File: src/rtl/pll_scan_reconfig_ctrl.sv
// Loads PLL scan-chain bits from the reconfiguration ROM, shifts them into the
// PLL scan chain, pulses configupdate, waits for scandone and resets the PLL.
//
// state       | meaning
// IDLE        | waiting for trigger_read; busy low
// LOAD        | reading ROM addresses 0..N-1 and capturing rom_q into the buffer
// WAIT_RECONF | waiting for the ROM's delayed reconfig strobe (timeout -> error)
// SHIFT       | clocking the buffer into the scan chain, bit 0 first
// UPDATE      | one-clock pll_configupdate pulse
// WAIT_DONE   | waiting for a rising edge on pll_scandone (timeout -> error)
// PLL_RST     | holding pll_areset for PLL_RESET_CYCLES clocks
module pll_scan_reconfig_ctrl #(
  parameter int SCAN_CHAIN_LEN   = 144,
  parameter int ROM_LATENCY      = 2,
  parameter int TIMEOUT_CYCLES   = 1024,
  parameter int PLL_RESET_CYCLES = 4
) (
  input  logic       clock,
  input  logic       reset,
  input  logic       trigger_read,
  output logic [7:0] rom_address,
  output logic       rom_read_ena,
  input  logic       rom_q,
  input  logic       rom_reconfig,
  output logic       pll_scanclk,
  output logic       pll_scanclkena,
  output logic       pll_scandata,
  output logic       pll_configupdate,
  input  logic       pll_scandone,
  output logic       pll_areset,
  output logic       busy,
  output logic       error
);

  localparam int TW = $clog2(TIMEOUT_CYCLES + 1);

  localparam logic [2:0] S_IDLE        = 3'd0;
  localparam logic [2:0] S_LOAD        = 3'd1;
  localparam logic [2:0] S_WAIT_RECONF = 3'd2;
  localparam logic [2:0] S_SHIFT       = 3'd3;
  localparam logic [2:0] S_UPDATE      = 3'd4;
  localparam logic [2:0] S_WAIT_DONE   = 3'd5;
  localparam logic [2:0] S_PLL_RST     = 3'd6;

  localparam logic [8:0]    LAST_BIT  = 9'(SCAN_CHAIN_LEN - 1);
  localparam logic [7:0]    LAST_ADDR = 8'(SCAN_CHAIN_LEN - 1);
  localparam logic [TW-1:0] TMO_LIMIT = TW'(TIMEOUT_CYCLES);
  localparam logic [TW-1:0] RST_LAST  = TW'(PLL_RESET_CYCLES - 1);

  logic [2:0]                state_q, state_d;
  logic [7:0]                addr_q, addr_d;
  logic                      rd_ena_q, rd_ena_d;
  logic [ROM_LATENCY-1:0]    vld_q, vld_d;
  logic [8:0]                bit_cnt_q, bit_cnt_d;
  logic [TW-1:0]             tmo_q, tmo_d;
  logic [SCAN_CHAIN_LEN-1:0] buf_q, buf_d;
  logic                      sclk_q, sclk_d;
  logic                      sclkena_q, sclkena_d;
  logic                      sdata_q, sdata_d;
  logic                      upd_q, upd_d;
  logic                      areset_q, areset_d;
  logic                      error_q, error_d;
  logic                      done_prev_q, done_prev_d;

  always_comb begin
    state_d     = state_q;
    addr_d      = addr_q;
    rd_ena_d    = rd_ena_q;
    bit_cnt_d   = bit_cnt_q;
    tmo_d       = '0;
    buf_d       = buf_q;
    sclk_d      = 1'b0;
    sclkena_d   = 1'b0;
    sdata_d     = sdata_q;
    upd_d       = 1'b0;
    areset_d    = 1'b0;
    error_d     = error_q;
    done_prev_d = pll_scandone;
    // read-enable delayed by ROM_LATENCY marks the clock rom_q is valid
    vld_d       = ROM_LATENCY'({vld_q, rd_ena_q});

    case (state_q)
      S_IDLE: begin
        if (trigger_read) begin
          state_d   = S_LOAD;
          addr_d    = 8'd0;
          rd_ena_d  = 1'b1;
          bit_cnt_d = 9'd0;
          error_d   = 1'b0;
        end
      end
      S_LOAD: begin
        if (rd_ena_q) begin
          if (addr_q == LAST_ADDR) rd_ena_d = 1'b0;
          else                     addr_d   = addr_q + 8'd1;
        end
        // bits arrive in address order, so shifting in from the top leaves bit k at buf_q[k]
        if (vld_q[ROM_LATENCY-1]) begin
          buf_d = {rom_q, buf_q[SCAN_CHAIN_LEN-1:1]};
          if (bit_cnt_q == LAST_BIT) begin
            state_d   = S_WAIT_RECONF;
            bit_cnt_d = 9'd0;
          end else begin
            bit_cnt_d = bit_cnt_q + 9'd1;
          end
        end
      end
      S_WAIT_RECONF: begin
        tmo_d = tmo_q + TW'(1);
        if (rom_reconfig) begin
          state_d   = S_SHIFT;
          sclkena_d = 1'b1;
          sdata_d   = buf_q[0];
          buf_d     = {buf_q[0], buf_q[SCAN_CHAIN_LEN-1:1]};
          bit_cnt_d = 9'd0;
        end else if (tmo_d == TMO_LIMIT) begin
          state_d = S_IDLE;
          error_d = 1'b1;
        end
      end
      S_SHIFT: begin
        sclkena_d = 1'b1;
        if (!sclk_q) begin
          sclk_d = 1'b1;
        end else if (bit_cnt_q == LAST_BIT) begin
          state_d   = S_UPDATE;
          sclkena_d = 1'b0;
          sdata_d   = 1'b0;
          upd_d     = 1'b1;
        end else begin
          sdata_d   = buf_q[0];
          buf_d     = {buf_q[0], buf_q[SCAN_CHAIN_LEN-1:1]};
          bit_cnt_d = bit_cnt_q + 9'd1;
        end
      end
      S_UPDATE: begin
        state_d = S_WAIT_DONE;
      end
      S_WAIT_DONE: begin
        tmo_d = tmo_q + TW'(1);
        if (pll_scandone && !done_prev_q) begin
          state_d  = S_PLL_RST;
          areset_d = 1'b1;
        end else if (tmo_d == TMO_LIMIT) begin
          state_d = S_IDLE;
          error_d = 1'b1;
        end
      end
      S_PLL_RST: begin
        tmo_d    = tmo_q + TW'(1);
        areset_d = 1'b1;
        if (tmo_q == RST_LAST) begin
          state_d  = S_IDLE;
          areset_d = 1'b0;
        end
      end
      default: state_d = S_IDLE;
    endcase

    if (state_d != state_q) tmo_d = '0;
  end

  always_ff @(posedge clock or posedge reset) begin
    if (reset) begin
      state_q     <= S_IDLE;
      addr_q      <= '0;
      rd_ena_q    <= 1'b0;
      vld_q       <= '0;
      bit_cnt_q   <= '0;
      tmo_q       <= '0;
      buf_q       <= '0;
      sclk_q      <= 1'b0;
      sclkena_q   <= 1'b0;
      sdata_q     <= 1'b0;
      upd_q       <= 1'b0;
      areset_q    <= 1'b0;
      error_q     <= 1'b0;
      done_prev_q <= 1'b0;
    end else begin
      state_q     <= state_d;
      addr_q      <= addr_d;
      rd_ena_q    <= rd_ena_d;
      vld_q       <= vld_d;
      bit_cnt_q   <= bit_cnt_d;
      tmo_q       <= tmo_d;
      buf_q       <= buf_d;
      sclk_q      <= sclk_d;
      sclkena_q   <= sclkena_d;
      sdata_q     <= sdata_d;
      upd_q       <= upd_d;
      areset_q    <= areset_d;
      error_q     <= error_d;
      done_prev_q <= done_prev_d;
    end
  end

  assign rom_address      = addr_q;
  assign rom_read_ena     = rd_ena_q;
  assign pll_scanclk      = sclk_q;
  assign pll_scanclkena   = sclkena_q;
  assign pll_scandata     = sdata_q;
  assign pll_configupdate = upd_q;
  assign pll_areset       = areset_q;
  assign busy             = (state_q != S_IDLE);
  assign error            = error_q;

endmodule

File: config.mk
export PLATFORM = sky130hd
export DESIGN_NAME = pll_scan_reconfig_ctrl
export DESIGN_NICKNAME = d
export VERILOG_FILES = /design/src/rtl/pll_scan_reconfig_ctrl.sv
export SDC_FILE = /design/constraint.sdc
export NUM_CORES = 1
export LEC_CHECK = 0
export CAP_MARGIN = 20
export CORE_MARGIN = 8
export CORE_UTILIZATION = 40
export DETAILED_ROUTE_END_ITERATION = 10
export DONT_BUFFER_PORTS = 1
export PLACE_DENSITY = 0.55
export REMOVE_ABC_BUFFERS = 1
export SYNTH_ARGS = -nofsm -noshare
export SYNTH_HDL_FRONTEND = slang
export SYNTH_SLANG_ARGS = --single-unit
File: constraint.sdc
create_clock -name clock -period 22.3 [get_ports clock]
set_input_delay 6.69 -clock clock [delete_from_list [all_inputs] [get_ports clock]]
set_output_delay 6.69 -clock clock [all_outputs]
set_load 0.02 [all_outputs]
==> qor.yml, run 1 <==
global_route:
  antenna_found_initial: 0
  grt_first_pass_wirelength_um: 20300
  grt_pass1_vias: 4198
  globalRouteOverflowTotal: 0
  grt_max_degree: 76
  track_usage: 0.105
timing:
  grt_setup_unrepaired: "no"
  fin_crit_ps: 8820
  fmax_mhz: 113
  hold_viol: 0
  slew_headroom: 0.382
  skew_ps: 14.7
  setup-violations-final: 0
  setup_tns_ps: 0
  worst_slew_pin_slew_ps: 927
  drv_slew: 0
  period_share: 0.396
route:
  drc: 0
  vias_per_cell: 5.16
  avgRoutedWirePerCell_um: 14.6
  num_vias: 4051
  ant_nets: 0
  drt_pre_antenna_iters: 6
  dr.first_iter.drc_count: 161
  wl_um: 11400
synth:
  synth_edf_count: 0
  ys_warn_count: 0
  synthFlopType: "dfrtp_1"
  async_flop_share: 1.00
  synthCells: 540
  syn_area_per_cell_um2: 14.0
  yosys_register_bits: 185
  synth_area_mm2: 0.00754
  seq_area_frac_synth: 0.614
  ys_types: 51
finish:
  seqCellArea_mm2: 0.00463
  areaGrowthSynthToFinish_pct: 10.3
  final_core_util: 0.448
  multi_input_comb_area_mm2: 0.00272
  fin_nets: 548
  num_antenna_cells: 0
  final_common_cell: "dfrtp_1"
  nFillCells: 1654
  drive_above_1_share: 0.252
  layout.cells.most_common_list: "dfrtp_1, mux2_2, mux2_1, nor2_1, nand2_1"
worst_hold_path:
  min_path_cells: 0
  min_from: "vld_q[0]"
  hp-class: "flip-flop to flip-flop"
floorplan:
  die_x_um: 153
  dieArea_mm2: 0.0235
  core_area_mm2: 0.0186
  rows: 50
  die_h_um: 153
  start_util: 0.406
  io_pins: 22
outcome:
  status: "finished clean"
power:
  vdd_drop_max_uv: 88.4
  total_leakage_power_nw: 4.08
  power.total_uw: 944
  power.density_mw_per_mm2: 113
clock_tree:
  cts_resized: 0
  cts_tree: "yes"
  cts_buffers: 17
  cts_sinks: 185
  path_clk_slew_ps: 70
  clock-root-buffer: "clkbuf_16"
  post-cts-setup-buffers: 0
  ctsHtreeMaxLevel: 4
  insertion_delay_ps: 420
  cts_hold_buf: 0
  clockBufferDepth: 2
flow_run:
  maxCapViolations: 0
worst_setup_path:
  crit_path_max_fanout: 75
  crit_type: "input port to flip-flop"
  crit_path_start_kind: "input port"
  crit_start: "rom_reconfig"
  required_ps: 22600
  r2r_cells: 6
  endpoint_kind: "flip-flop"
  r2r_start: "bit_cnt_q[5]"
  cp_data_arrival_time_ps: 9120
place:
  port_buffers: 0
  hpwl_um: 7130
  globalplace.congestion: 0.752
-- power by group --
group / switching, mW / total [mW] / internal, mW
Combinational: 0.141 / 0.243 / 0.102
Sequential: 0.0378 / 0.393 / 0.355
Clock: 0.123 / 0.308 / 0.185
Total: 0.302 / 0.944 / 0.642
-- path summary, 6_finish.rpt --
| check | end | slack, ps |
|---|---|---|
| worst max-delay path | buf_q[66] | 13480 |
| worst min-delay path | vld_q[1] | 340 |
| worst max register to register | buf_q[66] | 18570 |
| worst min register to register | vld_q[1] | 340 |
| max in group asynchronous | buf_q[74] | 14180 |
| min in group asynchronous | tmo_q[4] | 6180 |
-- layout make-up --
class,count,area share
Sequential cell,185,0.556
Multi-Input combinational cell,323,0.327
Clock buffer,21,0.0565
Tap cell,234,0.0352
Clock inverter,10,0.0170
Inverter,8,0.00421
Timing Repair Buffer,4,0.00361
-- metal layers --
metal	routed length [µm]	GRT usage
met5	0	0
met1	5480	0.131
met2	5250	0.162
met3	580	0.0414
met4	137	0.0392
-- flip-flops by register name (all words and copies together), names as in the netlist --
signal,count
tmo_q,11
pll_scanclkena,1
done_prev_q,1
state_q,3
rom_read_ena,1
error,1
pll_areset,1
vld_q,2
pll_configupdate,1
bit_cnt_q,9
pll_scanclk,1
pll_scandata,1
buf_q,144
rom_address,8
-- cells in the mapped netlist (2+ instances only) --
cell type  count  area share
dfrtp_1      185        0.61
mux2_2        95        0.14
mux2_1        48       0.072
nor2_1        32       0.016
nand2_1       23       0.011
nand3_1       14      0.0093
o21ai_0       14      0.0093
xnor2_1       12       0.014
nor3_1        11      0.0073
buf_4         10      0.0099
inv_1          8      0.0040
buf_6          6      0.0090
clkbuf_1       6      0.0030
nor2b_1        6      0.0050
a21oi_1        5      0.0033
o31ai_1        4      0.0040
a211oi_1       3      0.0030
a21o_1         3      0.0030
a31oi_1        3      0.0025
ha_1           3      0.0050
nand2b_1       3      0.0025
nand4_1        3      0.0025
o221ai_1       3      0.0035
o41ai_1        3      0.0035
xor2_1         3      0.0035
a21boi_0       2      0.0020
and2_1         2      0.0017
buf_2          2      0.0013
mux2i_1        2      0.0027
nor3b_1        2      0.0020
or3_1          2      0.0017
or4_1          2      0.0020
or4b_2         2      0.0027
-- worst max-delay path, cell delays in order --
cell and delay (ps):
nor3b_1 170, a211oi_1 150, o221ai_4 120, buf_4 720, buf_4 800, mux2_2 420
-- kinds of logic after synthesis --
| logic type | synth area share |
|---|---|
| muxes | 0.216 |
| DFF | 0.614 |
| xor gates and xnor gates | 0.0174 |
| and+or+nand+nor | 0.0746 |
| buffers and inverters | 0.0272 |
| AOI/OAI and AO/OA | 0.0461 |
| adders and majority gates | 0.00498 |
-- per-stage QoR --
step	hold slack (ps)	area [µm²]	instances	setup slack (ps)
after floorplan	331	7370	516	10580
after global placement	334	7710	754	13090
after detailed placement	336	7710	754	13010
after CTS	339	8320	785	13450
after global routing	352	8320	785	13250
final	342	8320	785	13480
No activity file was read; power rests on OpenSTA's default activity.
==> inputs of run 2 (changes only) <==
==> constraint.sdc (replaced) <==
create_clock -name clock -period 9.06 [get_ports clock]
set_input_delay 2.718 -clock clock [delete_from_list [all_inputs] [get_ports clock]]
set_output_delay 2.718 -clock clock [all_outputs]
set_load 0.02 [all_outputs]
==> qor.yml, run 2 (same netlist as run 1, synthesis figures left out) <==
finish:
  nFillCells: 1669
  multi_input_comb_area_mm2: 0.00272
  areaGrowthSynthToFinish_pct: 9.90
  final_core_util: 0.446
  largest_reg_flops: 144
  largest-register: "buf_q"
  drive_above_1_share: 0.252
  layout.cells.most_common_list: "dfrtp_1, mux2_2, mux2_1, nor2_1, nand2_1"
  final_common_cell: "dfrtp_1"
  num_antenna_cells: 0
  fin_nets: 548
  seqCellArea_mm2: 0.00463
  reg_top3: "buf_q (144), tmo_q (11), bit_cnt_q (9)"
worst_setup_path:
  crit_path_max_fanout: 78
  crit_path_start_kind: "input port"
  required_ps: 9360
  crit_type: "input port to flip-flop"
  endpoint_kind: "flip-flop"
  cp_data_arrival_time_ps: 5140
floorplan:
  core_area_mm2: 0.0186
  start_util: 0.406
  die_h_um: 153
  io_pins: 22
  rows: 50
  dieArea_mm2: 0.0235
  die_x_um: 153
clock_tree:
  ctsHtreeMaxLevel: 4
  insertion_delay_ps: 430
  cts_hold_buf: 0
  post-cts-setup-buffers: 0
  cts_buffers: 17
  cts_sinks: 185
  path_clk_slew_ps: 70
  clockBufferDepth: 2
  cts_resized: 0
  cts_tree: "yes"
  clock-root-buffer: "clkbuf_16"
timing:
  setup_tns_ps: 0
  grt_setup_unrepaired: "no"
  drv_slew: 0
  worst_slew_pin_slew_ps: 963
  slew_headroom: 0.358
  setup-violations-final: 0
  skew_ps: 17.6
  fmax_mhz: 207
  period_share: 0.534
  hold_viol: 0
  worst_hold_slack_ps: 344
  fin_crit_ps: 4830
route:
  avgRoutedWirePerCell_um: 14.4
  vias_per_cell: 5.13
  ant_nets: 0
  drt_pre_antenna_iters: 4
  num_vias: 4029
  dr.first_iter.drc_count: 224
  wl_um: 11300
  drc: 0
global_route:
  track_usage: 0.104
  antenna_found_initial: 0
  grt_first_pass_wirelength_um: 20200
  grt_max_degree: 96
  grt_pass1_vias: 4182
  globalRouteOverflowTotal: 0
power:
  total_leakage_power_nw: 4.06
  power.density_mw_per_mm2: 273
  vdd_drop_max_uv: 192
flow_run:
  maxCapViolations: 0
place:
  hpwl_um: 6860
  globalplace.congestion: 0.763
  port_buffers: 0
outcome:
  status: "finished clean"
worst_hold_path:
  hp-class: "flip-flop to flip-flop"
## run 2: cell types whose count changed in the layout (fill, tap and decap cells not counted), sizes merged
cell / previous run / this run
clkbuf: 21 / 24
clkinvlp: 2 / 4
bufinv: 3 / 0
clkinv: 4 / 3
## run 2: per-layer routing
layer	part of all wire	global-route usage	routed length [µm]	up-vias
met3	0.049	0.0398	549	19
li1	-	-	-	1920
met1	0.48	0.131	5460	2051
met4	0.015	0.0420	164	0
met2	0.45	0.158	5120	39
met5	0	0	0	-
## run 2: cell type report
class,instances,area share
clock buffer,24,0.0605
clock inverter,8,0.00739
multi-input combinational,323,0.328
tap,234,0.0353
sequential,185,0.558
timing repair buffer,4,0.00604
inverter,8,0.00423
## run 2: worst max-delay path, stage by stage
cell and delay [ps]:
nor3b_1 160, a211oi_1 130, o221ai_4 120, buf_4 740, buf_4 790, mux2_2 410
## run 2: path summary, 6_finish.rpt
kind | startpoint | to | slack [ps] | cells past startpoint
min in group asynchronous | reset | pll_scanclk | 2320 | 1
setup reg to reg | bit_cnt_q[5] | buf_q[79] | 5320 | 6
hold reg to reg | vld_q[0] | vld_q[1] | 340 | 0
hold / removal | vld_q[0] | vld_q[1] | 340 | 0
setup / recovery | rom_reconfig | buf_q[79] | 4230 | 6
max in group asynchronous | reset | buf_q[81] | 5470 | 3
## run 2: metrics by stage
stage / setup slack (ps) / std cells / total power, mW / area, µm²
CTS: 4220 / 785 / 2.30 / 8260
global placement: 3750 / 753 / 1.57 / 7700
finish: 4230 / 786 / 2.26 / 8290
detailed placement: 3750 / 753 / 1.59 / 7700
global route: 3980 / 786 / 2.39 / 8290
floorplan: 1310 / 516 / 1.52 / 7370
## run 2: power by group
| part | internal (mW) | switching [mW] | leakage, nW | total (mW) |
|---|---|---|---|---|
| combinational | 0.251 | 0.350 | 1.25 | 0.601 |
| clock | 0.389 | 0.305 | 0.265 | 0.694 |
| sequential | 0.874 | 0.0921 | 2.55 | 0.966 |
| total | 1.51 | 0.747 | 4.06 | 2.26 |
